[config.mk]
export PLATFORM = sky130hd
export DESIGN_NAME = remove_v_border
export DESIGN_NICKNAME = d
export VERILOG_FILES = /design/src/rtl/remove_v_pkg.sv /design/src/rtl/remove_v_ctx.sv /design/src/rtl/remove_v_border.sv
export SDC_FILE = /design/constraint.sdc
export NUM_CORES = 1
export LEC_CHECK = 0
export ABC_AREA = 1
export BUFFER_PORTS_ARGS = -buffer_cell sky130_fd_sc_hd__buf_2
export CAP_MARGIN = 20
export CORE_MARGIN = 2
export CORE_UTILIZATION = 60
export CTS_CLUSTER_DIAMETER = 150
export DETAILED_ROUTE_END_ITERATION = 10
export PLACE_DENSITY = 0.95
export SLEW_MARGIN = 0
export SYNTH_ARGS = -nofsm -noshare
export SYNTH_HDL_FRONTEND = slang
export SYNTH_HIERARCHICAL = 1
export SYNTH_SLANG_ARGS = --single-unit
[constraint.sdc]
create_clock -name clk -period 9 [get_ports clk]
set_clock_uncertainty 0.05 [all_clocks]
set_input_delay 2.7 -clock clk [delete_from_list [all_inputs] [get_ports clk]]
set_output_delay 2.7 -clock clk [all_outputs]
set_load 0.1 [all_outputs]
[src/rtl/remove_v_pkg.sv]
// Shared types for the vertical border remover: per-flux state machine encoding
// and the context record kept for each flux.
package remove_v_pkg;

  localparam int TOP_ROWS_DEF = 3;
  localparam int BOT_ROWS_DEF = 4;
  localparam int CNT_W        = 7;

  typedef enum logic [1:0] {
    ST_IDLE     = 2'd0,
    ST_DROP_TOP = 2'd1,
    ST_PASS     = 2'd2,
    ST_DROP_BOT = 2'd3
  } state_t;

  typedef struct packed {
    state_t           state;
    logic [CNT_W-1:0] n;
    logic [CNT_W-1:0] col;
    logic [CNT_W-1:0] row;
  } ctx_t;

  localparam ctx_t CTX_RESET = '{state: ST_IDLE, n: 7'd0, col: 7'd0, row: 7'd0};

endpackage

[src/rtl/remove_v_ctx.sv]
// Context register bank: one entry per flux, read by tag, written with enable.
// All entry states are also exported so the arbiter can evaluate every flux at once.
module remove_v_ctx
  import remove_v_pkg::*;
#(
  parameter int FLUX      = 2,
  parameter int TAG_WIDTH = 1
) (
  input  logic                  clk,
  input  logic                  rst,
  input  logic [TAG_WIDTH-1:0]  rd_tag,
  output ctx_t                  rd_ctx,
  output state_t [FLUX-1:0]     state_all,
  input  logic                  wr_en,
  input  logic [TAG_WIDTH-1:0]  wr_tag,
  input  ctx_t                  wr_ctx
);

  ctx_t bank_r [FLUX];

  // Bank update: reset clears every flux, otherwise only the addressed entry changes
  always_ff @(posedge clk) begin
    if (rst) begin
      for (int f = 0; f < FLUX; f++) begin
        bank_r[f] <= CTX_RESET;
      end
    end else if (wr_en) begin
      bank_r[wr_tag] <= wr_ctx;
    end
  end

  assign rd_ctx = bank_r[rd_tag];

  // Expose every flux state for eligibility evaluation
  always_comb begin
    state_all = '0;
    for (int f = 0; f < FLUX; f++) begin
      state_all[f] = bank_r[f].state;
    end
  end

endmodule

[src/rtl/remove_v_border.sv]
// Drops TOP_ROWS rows above and BOT_ROWS rows below each N-wide block on several
// tagged fluxes; one flux (lowest eligible tag) advances per cycle, zero-latency handshake.
module remove_v_border
  import remove_v_pkg::*;
#(
  parameter int FLUX              = 2,
  parameter int DATA_WIDTH_IN_OUT = 18,
  parameter int DATA_WIDTH_EXT    = 7,
  parameter int TOP_ROWS          = TOP_ROWS_DEF,
  parameter int BOT_ROWS          = BOT_ROWS_DEF,
  parameter int TAG_WIDTH         = $clog2(FLUX),
  parameter int WIDTH             = DATA_WIDTH_IN_OUT + TAG_WIDTH,
  parameter int WIDTH_EXT         = DATA_WIDTH_EXT + TAG_WIDTH
) (
  input  logic                 clk,
  input  logic                 rst,
  input  logic [WIDTH-1:0]     read_port_in_pel_dout,
  input  logic [FLUX-1:0]      read_port_in_pel_empty,
  output logic [FLUX-1:0]      read_port_in_pel_read,
  input  logic [WIDTH_EXT-1:0] read_port_ext_size_dout,
  input  logic [FLUX-1:0]      read_port_ext_size_empty,
  output logic [FLUX-1:0]      read_port_ext_size_read,
  output logic [WIDTH-1:0]     write_port_out_pel_din,
  input  logic [FLUX-1:0]      write_port_out_pel_full,
  output logic [FLUX-1:0]      write_port_out_pel_write
);

  state_t [FLUX-1:0]    state_all_s;
  logic   [FLUX-1:0]    elig_s;
  logic                 fire_s;
  logic [TAG_WIDTH-1:0] tag_s;
  logic [FLUX-1:0]      tag_oh_s;
  ctx_t                 cur_s;
  ctx_t                 nxt_s;
  logic [CNT_W-1:0]     n_in_s;
  logic [CNT_W-1:0]     row_last_s;
  state_t               adv_state_s;
  logic                 do_pel_s;
  logic                 do_ext_s;
  logic                 do_wr_s;

  remove_v_ctx #(
    .FLUX      (FLUX),
    .TAG_WIDTH (TAG_WIDTH)
  ) u_ctx (
    .clk       (clk),
    .rst       (rst),
    .rd_tag    (tag_s),
    .rd_ctx    (cur_s),
    .state_all (state_all_s),
    .wr_en     (fire_s && !rst),
    .wr_tag    (tag_s),
    .wr_ctx    (nxt_s)
  );

  assign n_in_s = CNT_W'(read_port_ext_size_dout[DATA_WIDTH_EXT-1:0]);

  // Per-flux eligibility from its own state and port status only
  always_comb begin
    elig_s = '0;
    for (int f = 0; f < FLUX; f++) begin
      case (state_all_s[f])
        ST_IDLE:     elig_s[f] = !read_port_ext_size_empty[f];
        ST_DROP_TOP: elig_s[f] = !read_port_in_pel_empty[f];
        ST_PASS:     elig_s[f] = !read_port_in_pel_empty[f] && !write_port_out_pel_full[f];
        ST_DROP_BOT: elig_s[f] = !read_port_in_pel_empty[f];
        default:     elig_s[f] = 1'b0;
      endcase
    end
  end

  // Fixed priority: scanning downward leaves the lowest eligible index in tag_s
  always_comb begin
    tag_s = '0;
    for (int f = FLUX - 1; f >= 0; f--) begin
      if (elig_s[f]) begin
        tag_s = TAG_WIDTH'(f);
      end else begin
        tag_s = tag_s;
      end
    end
  end

  assign fire_s   = |elig_s;
  assign tag_oh_s = {{(FLUX-1){1'b0}}, 1'b1} << tag_s;

  // Next context of the firing flux: row geometry selected by state, then common column/row walk
  always_comb begin
    nxt_s       = cur_s;
    do_pel_s    = 1'b0;
    do_ext_s    = 1'b0;
    do_wr_s     = 1'b0;
    row_last_s  = 7'd0;
    adv_state_s = cur_s.state;
    case (cur_s.state)
      ST_IDLE: begin
        do_ext_s    = 1'b1;
        nxt_s.n     = n_in_s;
        nxt_s.col   = 7'd0;
        nxt_s.row   = 7'd0;
        nxt_s.state = (n_in_s == 7'd0) ? ST_IDLE : ST_DROP_TOP;
      end
      ST_DROP_TOP: begin
        do_pel_s    = 1'b1;
        row_last_s  = CNT_W'(TOP_ROWS - 1);
        adv_state_s = ST_PASS;
      end
      ST_PASS: begin
        do_pel_s    = 1'b1;
        do_wr_s     = 1'b1;
        row_last_s  = cur_s.n - 7'd1;
        adv_state_s = ST_DROP_BOT;
      end
      ST_DROP_BOT: begin
        do_pel_s    = 1'b1;
        row_last_s  = CNT_W'(BOT_ROWS - 1);
        adv_state_s = ST_IDLE;
      end
      default: begin
        nxt_s = CTX_RESET;
      end
    endcase
    if (do_pel_s) begin
      if (cur_s.col == cur_s.n - 7'd1) begin
        nxt_s.col = 7'd0;
        if (cur_s.row == row_last_s) begin
          nxt_s.row   = 7'd0;
          nxt_s.state = adv_state_s;
        end else begin
          nxt_s.row = cur_s.row + 7'd1;
        end
      end else begin
        nxt_s.col = cur_s.col + 7'd1;
      end
    end else begin
      nxt_s = nxt_s;
    end
  end

  // Handshake strobes are suppressed entirely while reset is held
  always_comb begin
    read_port_in_pel_read    = '0;
    read_port_ext_size_read  = '0;
    write_port_out_pel_write = '0;
    if (fire_s && !rst) begin
      read_port_in_pel_read    = do_pel_s ? tag_oh_s : '0;
      read_port_ext_size_read  = do_ext_s ? tag_oh_s : '0;
      write_port_out_pel_write = do_wr_s  ? tag_oh_s : '0;
    end else begin
      read_port_in_pel_read = '0;
    end
  end

  assign write_port_out_pel_din = {tag_s, read_port_in_pel_dout[DATA_WIDTH_IN_OUT-1:0]};

endmodule
; Word level (Yosys, flattened, before mapping)
; Memories as Yosys holds them, arrays and structs flattened.
; Index checks and enable logic that the tools add are counted.
[totals]
mem_count = 1
inputBits = 35
wordCells = 67
ff_bits = 0
mem_bits_rw = 46
out_inout_bits = 25
[op_classes]
muxes = 32
eq_ne = 11
add_sub_neg = 3
n_reduce_logical = 19
n_shift = 1
[memory_table]
columns = name, words, word_bits, read_ports, rd_clocked_by_memory_dff, wr, line_no
row1 = u_ctx.bank_r, 2, 23, 3, 0, 2, remove_v_ctx.sv:19  ; ctx_t bank_r [FLUX];
[ops]
columns = operator, count
row1 = 23-bit 2-to-1 mux, 2
row2 = 23-bit OR reduction, 1
row3 = 7-bit 2-to-1 mux, 3
row4 = 7-bit one-hot mux with 3 select lines, 1
row5 = 2-bit 2-to-1 mux, 9
row6 = "7-bit by 1-bit adder with 7-bit output, second input constant", 2
row7 = 7-bit == test, 2
row8 = 14-bit 2-to-1 mux, 1
row9 = 1-bit 2-to-1 mux, 13
row10 = "2-bit == test, second input constant", 6
row11 = 1-bit logical NOT, 7
row12 = 7-bit logical NOT, 1
row13 = "7-bit by 1-bit subtractor with 7-bit output, second input constant", 1
row14 = "2-bit by 1-bit == test with 1-bit output, second input constant", 3
row15 = 2-bit logical NOT, 3
row16 = 1-bit one-hot mux with 3 select lines, 2
row17 = 2-bit one-hot mux with 3 select lines, 1
row18 = 2-bit OR reduction, 3
row19 = 1-bit logical AND, 3
row20 = 3-bit OR reduction, 1
row21 = "1-bit by 1-bit left shift with 2-bit output, first input constant", 1

; Logic depth before layout (Yosys ltp)
; Gate-level depths: netlist (run 1).
; An unclocked memory read counts as a cell.
[depth]
depth_word = 13
depth_mapped = 24
depth_no_buf = 22

; Modules after synthesis
; The synthesis (run 1) kept the hierarchy.
[by_module_without_submodules]
columns = module, seq_area_each_um2, instances, area_each_um2, cells_each
row1 = remove_v_ctx, 1381.3, 1, 2115.8, 203
row2 = remove_v_border, 0.0, 1, 1233.7, 240

; Worst setup path after synthesis (run 1)
; Ideal clock, no wire load.
[synth_path]
kind = in2out
from = in read_port_ext_size_empty[1]
to = out read_port_in_pel_read[0]
required_time_ns = 6.250
arrival_ns = 6.902
path_slack_ns = -0.652
n_path_buf = 4
stages = 11
cell_sequence = o32a_1 nor3_1 buf_2 buf_2 nand2_1 o21ai_0 inv_1 ha_1 buf_2 clkbuf_1 nor3_1
[synth_rtl]
columns = element, line_no
row1 = "start, declared", remove_v_border.sv:21  ; input logic [FLUX-1:0] read_port_ext_size_empty,
row2 = "end, declared", remove_v_border.sv:19  ; output logic [FLUX-1:0] read_port_in_pel_read,

==> results.cfg, run 1 <==
[outcome]
outcome = completed

[grt]
use_met1_pct = 26.7
grt_max_degree = 28
grt_pass1_vias = 2634
grtUsageTotal_pct = 23.0
grt-busiest-layer = met2
use_met3_pct = 3.41
grt_pass1_wl_um = 11300
gr-total-overflow = 0
antenna_found_initial = 0
grt_use_met2_pct = 41.7

[die]
die_y_um = 78.7
die_area_um2 = 6200
core.rowCount = 27
core_um2 = 5440
io_pins = 60
start_util_pct = 61.6
die_x_um = 78.7

[detailed_routing]
routed_wl_um = 6880
drc = 0
viasPerCell = 5.36
post_drt_wl_per_cell_um = 13.4
drt-initial-drc-count = 183
vias = 2752
final_antenna_net_count = 0
drtPass1Iterations = 4

[setup_path]
r2r-start = u_ctx/bank_r[1][21]
endpoint_kind = primary output
critPathTopFamily = buffers and inverters
path_class = input port to primary output
start_kind = input port
critPathSlowestCell = ha_1
arrival_ns = 5.30
cp_max_fo = 27
cpPeakStageDelay_ns = 0.40
timing.critical_path.cells = buf_2, o32a_1, nor3_2, buf_4, o21ai_0, inv_1, ha_1, clkinv_1, nor3_2, buf_12
cp_common_cell = nor3_2
path_buf_inv = 5
critPathRequiredTime_ns = 6.25
startpoint = read_port_ext_size_empty[1]

[pwr]
seq_power_share_pct = 41.7
power_switching_share_pct = 32.8
p_int_mw = 0.410
clkPwrFrac_pct = 28.9
combPwrFrac_pct = 29.4
switching_power_mw = 0.200
power_leakage_nw = 1.50
vdd_ir_drop_max_mv = 0.105
power_density_nw_per_um2 = 174

[logic_synthesis]
netlist_instances = 443
synth_commonest_cells = nand2_1, inv_1, nor2_1
yosysTopAreaCell = edfxtp_1
yosys.cell_types.count = 33
yosysSeqAreaShare_pct = 41.2
yosysWarnings = 6
synth_area_per_cell_um2 = 7.56
ys_async_sr_fraction_pct = 0
synth_most_common_cell = nand2_1
ys.flop_type = edfxtp_1
synth_top_cell_area_share_pct = 41.2
synth_nets = 485
synth_edf_count = 46
synthTopCellsByArea = edfxtp_1, nand2_1, inv_1, nor2_1, buf_4
ys_seq_elements = 46
syn_area_um2 = 3350

[timing]
worst_slew_pin_slew_ns = 1.11
timing.fmax_ghz = 0.124
period_share_pct = 89.4
setup_slack_ns = 0.952
finalSetupViolCount = 0
rsz0062_at_grt = false
relSlewSlack_pct = 25.9
finalHoldViolations = 0
fin_crit_ns = 8.05
report.final.slew_viol_count = 0

[hold_path]
min_from = u_ctx/bank_r[1][7]
hold_class = flip-flop to flip-flop

[clock_tree]
cts.sinks = 46
cts_made_buffers = 5
h-tree-depth = 2
cts_resized = 0
cts_tree = done
postCtsSetupBuffers = 0
clk_latency_ns = 0.30
cts_max_path_buffers = 2
clkTransAtPathRegs_ns = 0.09
postCtsHoldBufs = 0
cts_root_buf = clkbuf_8

[cells_and_area]
final_area_um2 = 3510
largest_reg_flops = 46
syn_to_final_growth_pct = 4.71
drive_gt1_share_pct = 15.0
reg_top3 = u_ctx/bank_r: 46 flops
n_antenna_cell = 0
fin_nets = 482
largest_register = u_ctx/bank_r
nFillCells = 436

[place]
hpwl_um = 4780
post-place-ws_ns = 0.961
port_buffers = 21
gp_congestion = 0.879
post_dp_cell_area_um2 = 3360

[job]
maxCapViolations = 0
-- worst register-to-register path: stages (launching register included) --
cell,delay (ns)
edfxtp_1,0.42
o32a_1,0.39
nor3_2,0.12
buf_4,0.28
o21ai_0,0.27
inv_1,0.17
ha_1,0.40
clkinv_1,0.39
nand3_1,0.19
nand2_1,0.07
nor2_1,0.11
nand3_1,0.07
nor2_1,0.19
nand2_1,0.17
nand3_1,0.11
a21oi_1,0.07
inv_1,0.10
nor2_1,0.06
-- cell type report --
class / count / area (um^2) / share of cell area [%]
Clock inverter: 3 / 63.8 / 1.82
Sequential cell: 46 / 1380 / 39.4
Timing Repair Buffer: 25 / 173 / 4.92
Tap cell: 72 / 90.1 / 2.57
Inverter: 82 / 308 / 8.78
Clock buffer: 5 / 68.8 / 1.96
Multi-Input combinational cell: 280 / 1420 / 40.6
-- per-stage QoR --
step / utilization [%] / std cells / power, mW / setup TNS (ns) / hold WS (ns)
floorplan: - / 443 / 0.437 / -1.30 / 0.777
detailed placement: 61.8 / 504 / 0.433 / 0 / 0.870
global placement: 61.8 / 504 / 0.426 / 0 / 0.846
global route: 64.5 / 513 / 0.644 / 0 / 0.959
CTS: 64.2 / 512 / 0.610 / 0 / 0.884
finish: 64.5 / 513 / 0.610 / 0 / 0.884
-- path summary, 6_finish.rpt --
check                                                  end  slack [ns]  cells past startpoint
worst max-delay path            read_port_ext_size_read[0]        0.95                     10
worst min-delay path                    u_ctx/bank_r[1][7]        0.88                      5
worst max register to register          u_ctx/bank_r[1][0]        5.12                     17
worst min register to register          u_ctx/bank_r[1][7]        0.88                      5
-- power by group through the flow --
stage          combinational (mW)  clock, mW  sequential (mW)
6_report                    0.179      0.176            0.255
5_1_grt                     0.200      0.188            0.256
4_1_cts                     0.176      0.179            0.255
3_5_place_dp                0.174          0            0.260
3_3_place_gp                0.167          0            0.259
2_1_floorplan               0.179          0            0.258
-- routing by layer --
layer / share of wire (%) / vias to the layer above
met1: 41 / 1262
met3: 7.2 / 20
met4: 2.3 / 0
li1: - / 1372
met2: 50 / 98
met5: 0 / -
-- cell families (layout without fill, tap and decap cells) --
kind of cell / after synthesis / count (layout) / synth area share [%]
AND/OR/NAND/NOR: 226 / 226 / 30.9
buffers and inverters: 117 / 115 / 17.0
flip-flops: 46 / 46 / 41.2
AO/OA/AOI/OAI: 41 / 41 / 6.65
adder cells (fa/ha/maj): 7 / 7 / 2.61
XOR/XNOR: 6 / 6 / 1.57
-- placed cells by master (no fill, tap or decap), drive strengths merged --
cell type / instances
buf: 25
nand3: 31
bufinv: 2
o32a: 1
clkbuf: 5
nand3b: 1
clkinv: 2
nor2: 77
inv: 81
or2: 1
nor3: 9
o21ai: 30
ha: 7
xor2: 4
o22ai: 4
xnor2: 2
a21oi: 3
o31ai: 1
edfxtp: 46
nor3b: 1
nand2: 98
o21bai: 1
nand4: 8
a211oi: 1
No activity file was read; power rests on OpenSTA's default activity.
==> run 2, diff against run 1 <==
--- a/config.mk
+++ b/config.mk
@@ -9,10 +9,10 @@
 export BUFFER_PORTS_ARGS = -buffer_cell sky130_fd_sc_hd__buf_2
 export CAP_MARGIN = 20
 export CORE_MARGIN = 2
-export CORE_UTILIZATION = 60
+export CORE_UTILIZATION = 40
 export CTS_CLUSTER_DIAMETER = 150
 export DETAILED_ROUTE_END_ITERATION = 10
-export PLACE_DENSITY = 0.95
+export PLACE_DENSITY = 0.71
 export SLEW_MARGIN = 0
 export SYNTH_ARGS = -nofsm -noshare
 export SYNTH_HDL_FRONTEND = slang
==> results.cfg, run 2 (synthesis results as in run 1) <==
[timing]
finalHoldViolations = 0
finalSetupViolCount = 0
period_share_pct = 90.1
timing.fmax_ghz = 0.123
worst_slew_pin_slew_ns = 0.769
relSlewSlack_pct = 48.2
rsz0062_at_grt = false
report.final.slew_viol_count = 0
fin_crit_ns = 8.11
setup_tns_ns = 0

[grt]
grt_pass1_vias = 2411
grt_pass1_wl_um = 10900
antenna_found_initial = 0
grt_max_degree = 29
gr-total-overflow = 0
grtUsageTotal_pct = 15.3

[clock_tree]
h-tree-depth = 2
cts.sinks = 46
postCtsSetupBuffers = 0
clk_latency_ns = 0.29
clkTransAtPathRegs_ns = 0.08
cts_root_buf = clkbuf_8
cts_tree = done
cts_made_buffers = 5
cts_resized = 0
postCtsHoldBufs = 0
cts_max_path_buffers = 2

[die]
start_util_pct = 41.0
die_y_um = 95.5
die_x_um = 95.5
core_um2 = 8180
io_pins = 60
core.rowCount = 33
die_area_um2 = 9120

[job]
maxCapViolations = 0

[setup_path]
start_kind = input port
critPathRequiredTime_ns = 6.25
path_class = input port to primary output
arrival_ns = 5.36
cp_max_fo = 28
endpoint_kind = primary output

[place]
port_buffers = 21
hpwl_um = 4690
gp_congestion = 0.864

[detailed_routing]
viasPerCell = 4.84
vias = 2636
post_drt_wl_per_cell_um = 12.1
final_antenna_net_count = 0
routed_wl_um = 6590
drc = 0
drtPass1Iterations = 4
drt-initial-drc-count = 174

[hold_path]
hold_class = flip-flop to flip-flop

[pwr]
vdd_ir_drop_max_mv = 0.0489
finalPower_mw = 0.546
power_density_nw_per_um2 = 155
power_leakage_nw = 1.49

[cells_and_area]
n_antenna_cell = 0
final_common_cell = nand2_1
reg_top3 = u_ctx/bank_r: 46 flops
drive_gt1_share_pct = 14.8
syn_to_final_growth_pct = 5.34
most-common-layout-cells = nand2_1, inv_1, nor2_1
nFillCells = 804
seq_area_um2 = 1380
multi_input_area_um2 = 1420
largest_register = u_ctx/bank_r
fin_nets = 483
largest_reg_flops = 46
utilization_pct = 43.2

[outcome]
outcome = completed
run 2: changes by cell type in the layout (fill, tap and decap cells not counted), sizes merged:
cell	before	now
bufinv	2	0
buf	25	26
run 2: power breakdown:
| part | switching, mW | internal (mW) | leakage, nW |
|---|---|---|---|
| Combinational | 0.126 | 0.0521 | 0.968 |
| Clock | 0.0629 | 0.0507 | 0.0375 |
| Sequential | 0.00398 | 0.250 | 0.480 |
| Total | 0.193 | 0.353 | 1.49 |
run 2: cell type report:
class                      count  share of cell area (%)
inverter                      82                    8.72
sequential                    46                    39.1
multi-input combinational    280                    40.3
timing repair buffer          26                    6.03
clock inverter                 1                   0.106
tap                          105                    3.72
clock buffer                   5                    1.95
run 2: final timing paths:
check | depth (start not counted) | start | slack [ns] | end
hold / removal | 5 | u_ctx/bank_r[1][7] | 0.88 | u_ctx/bank_r[1][7]
setup reg to reg | 17 | u_ctx/bank_r[1][21] | 5.03 | u_ctx/bank_r[1][1]
hold reg to reg | 5 | u_ctx/bank_r[1][7] | 0.88 | u_ctx/bank_r[1][7]
setup / recovery | 10 | read_port_ext_size_empty[1] | 0.89 | read_port_ext_size_read[0]
run 2: worst max-delay path, stage by stage:
cell	delay, ns
buf_2	0.10
o32a_1	0.31
nor3_2	0.14
buf_4	0.30
o21ai_0	0.28
inv_1	0.17
ha_1	0.40
clkinv_1	0.39
nor3_2	0.35
buf_12	0.21
run 2: metal layers:
layer / GRT usage (%) / share of wire [%] / up-vias
met5: 0 / 0 / -
met4: 5.24 / 1.7 / 0
met3: 2.77 / 4.6 / 16
met2: 26.2 / 48 / 59
met1: 19.4 / 46 / 1191
li1: - / - / 1370
run 2: stage by stage:
| step | instance area [um^2] | std cells | setup slack [ns] | hold slack (ns) |
|---|---|---|---|---|
| floorplan | 3370 | 443 | -0.652 | 0.777 |
| global placement | 3400 | 537 | 1.01 | 0.872 |
| detailed placement | 3400 | 537 | 0.881 | 0.877 |
| CTS | 3470 | 543 | 0.890 | 0.889 |
| global route | 3530 | 545 | 0.642 | 0.976 |
| finish | 3530 | 545 | 0.891 | 0.881 |
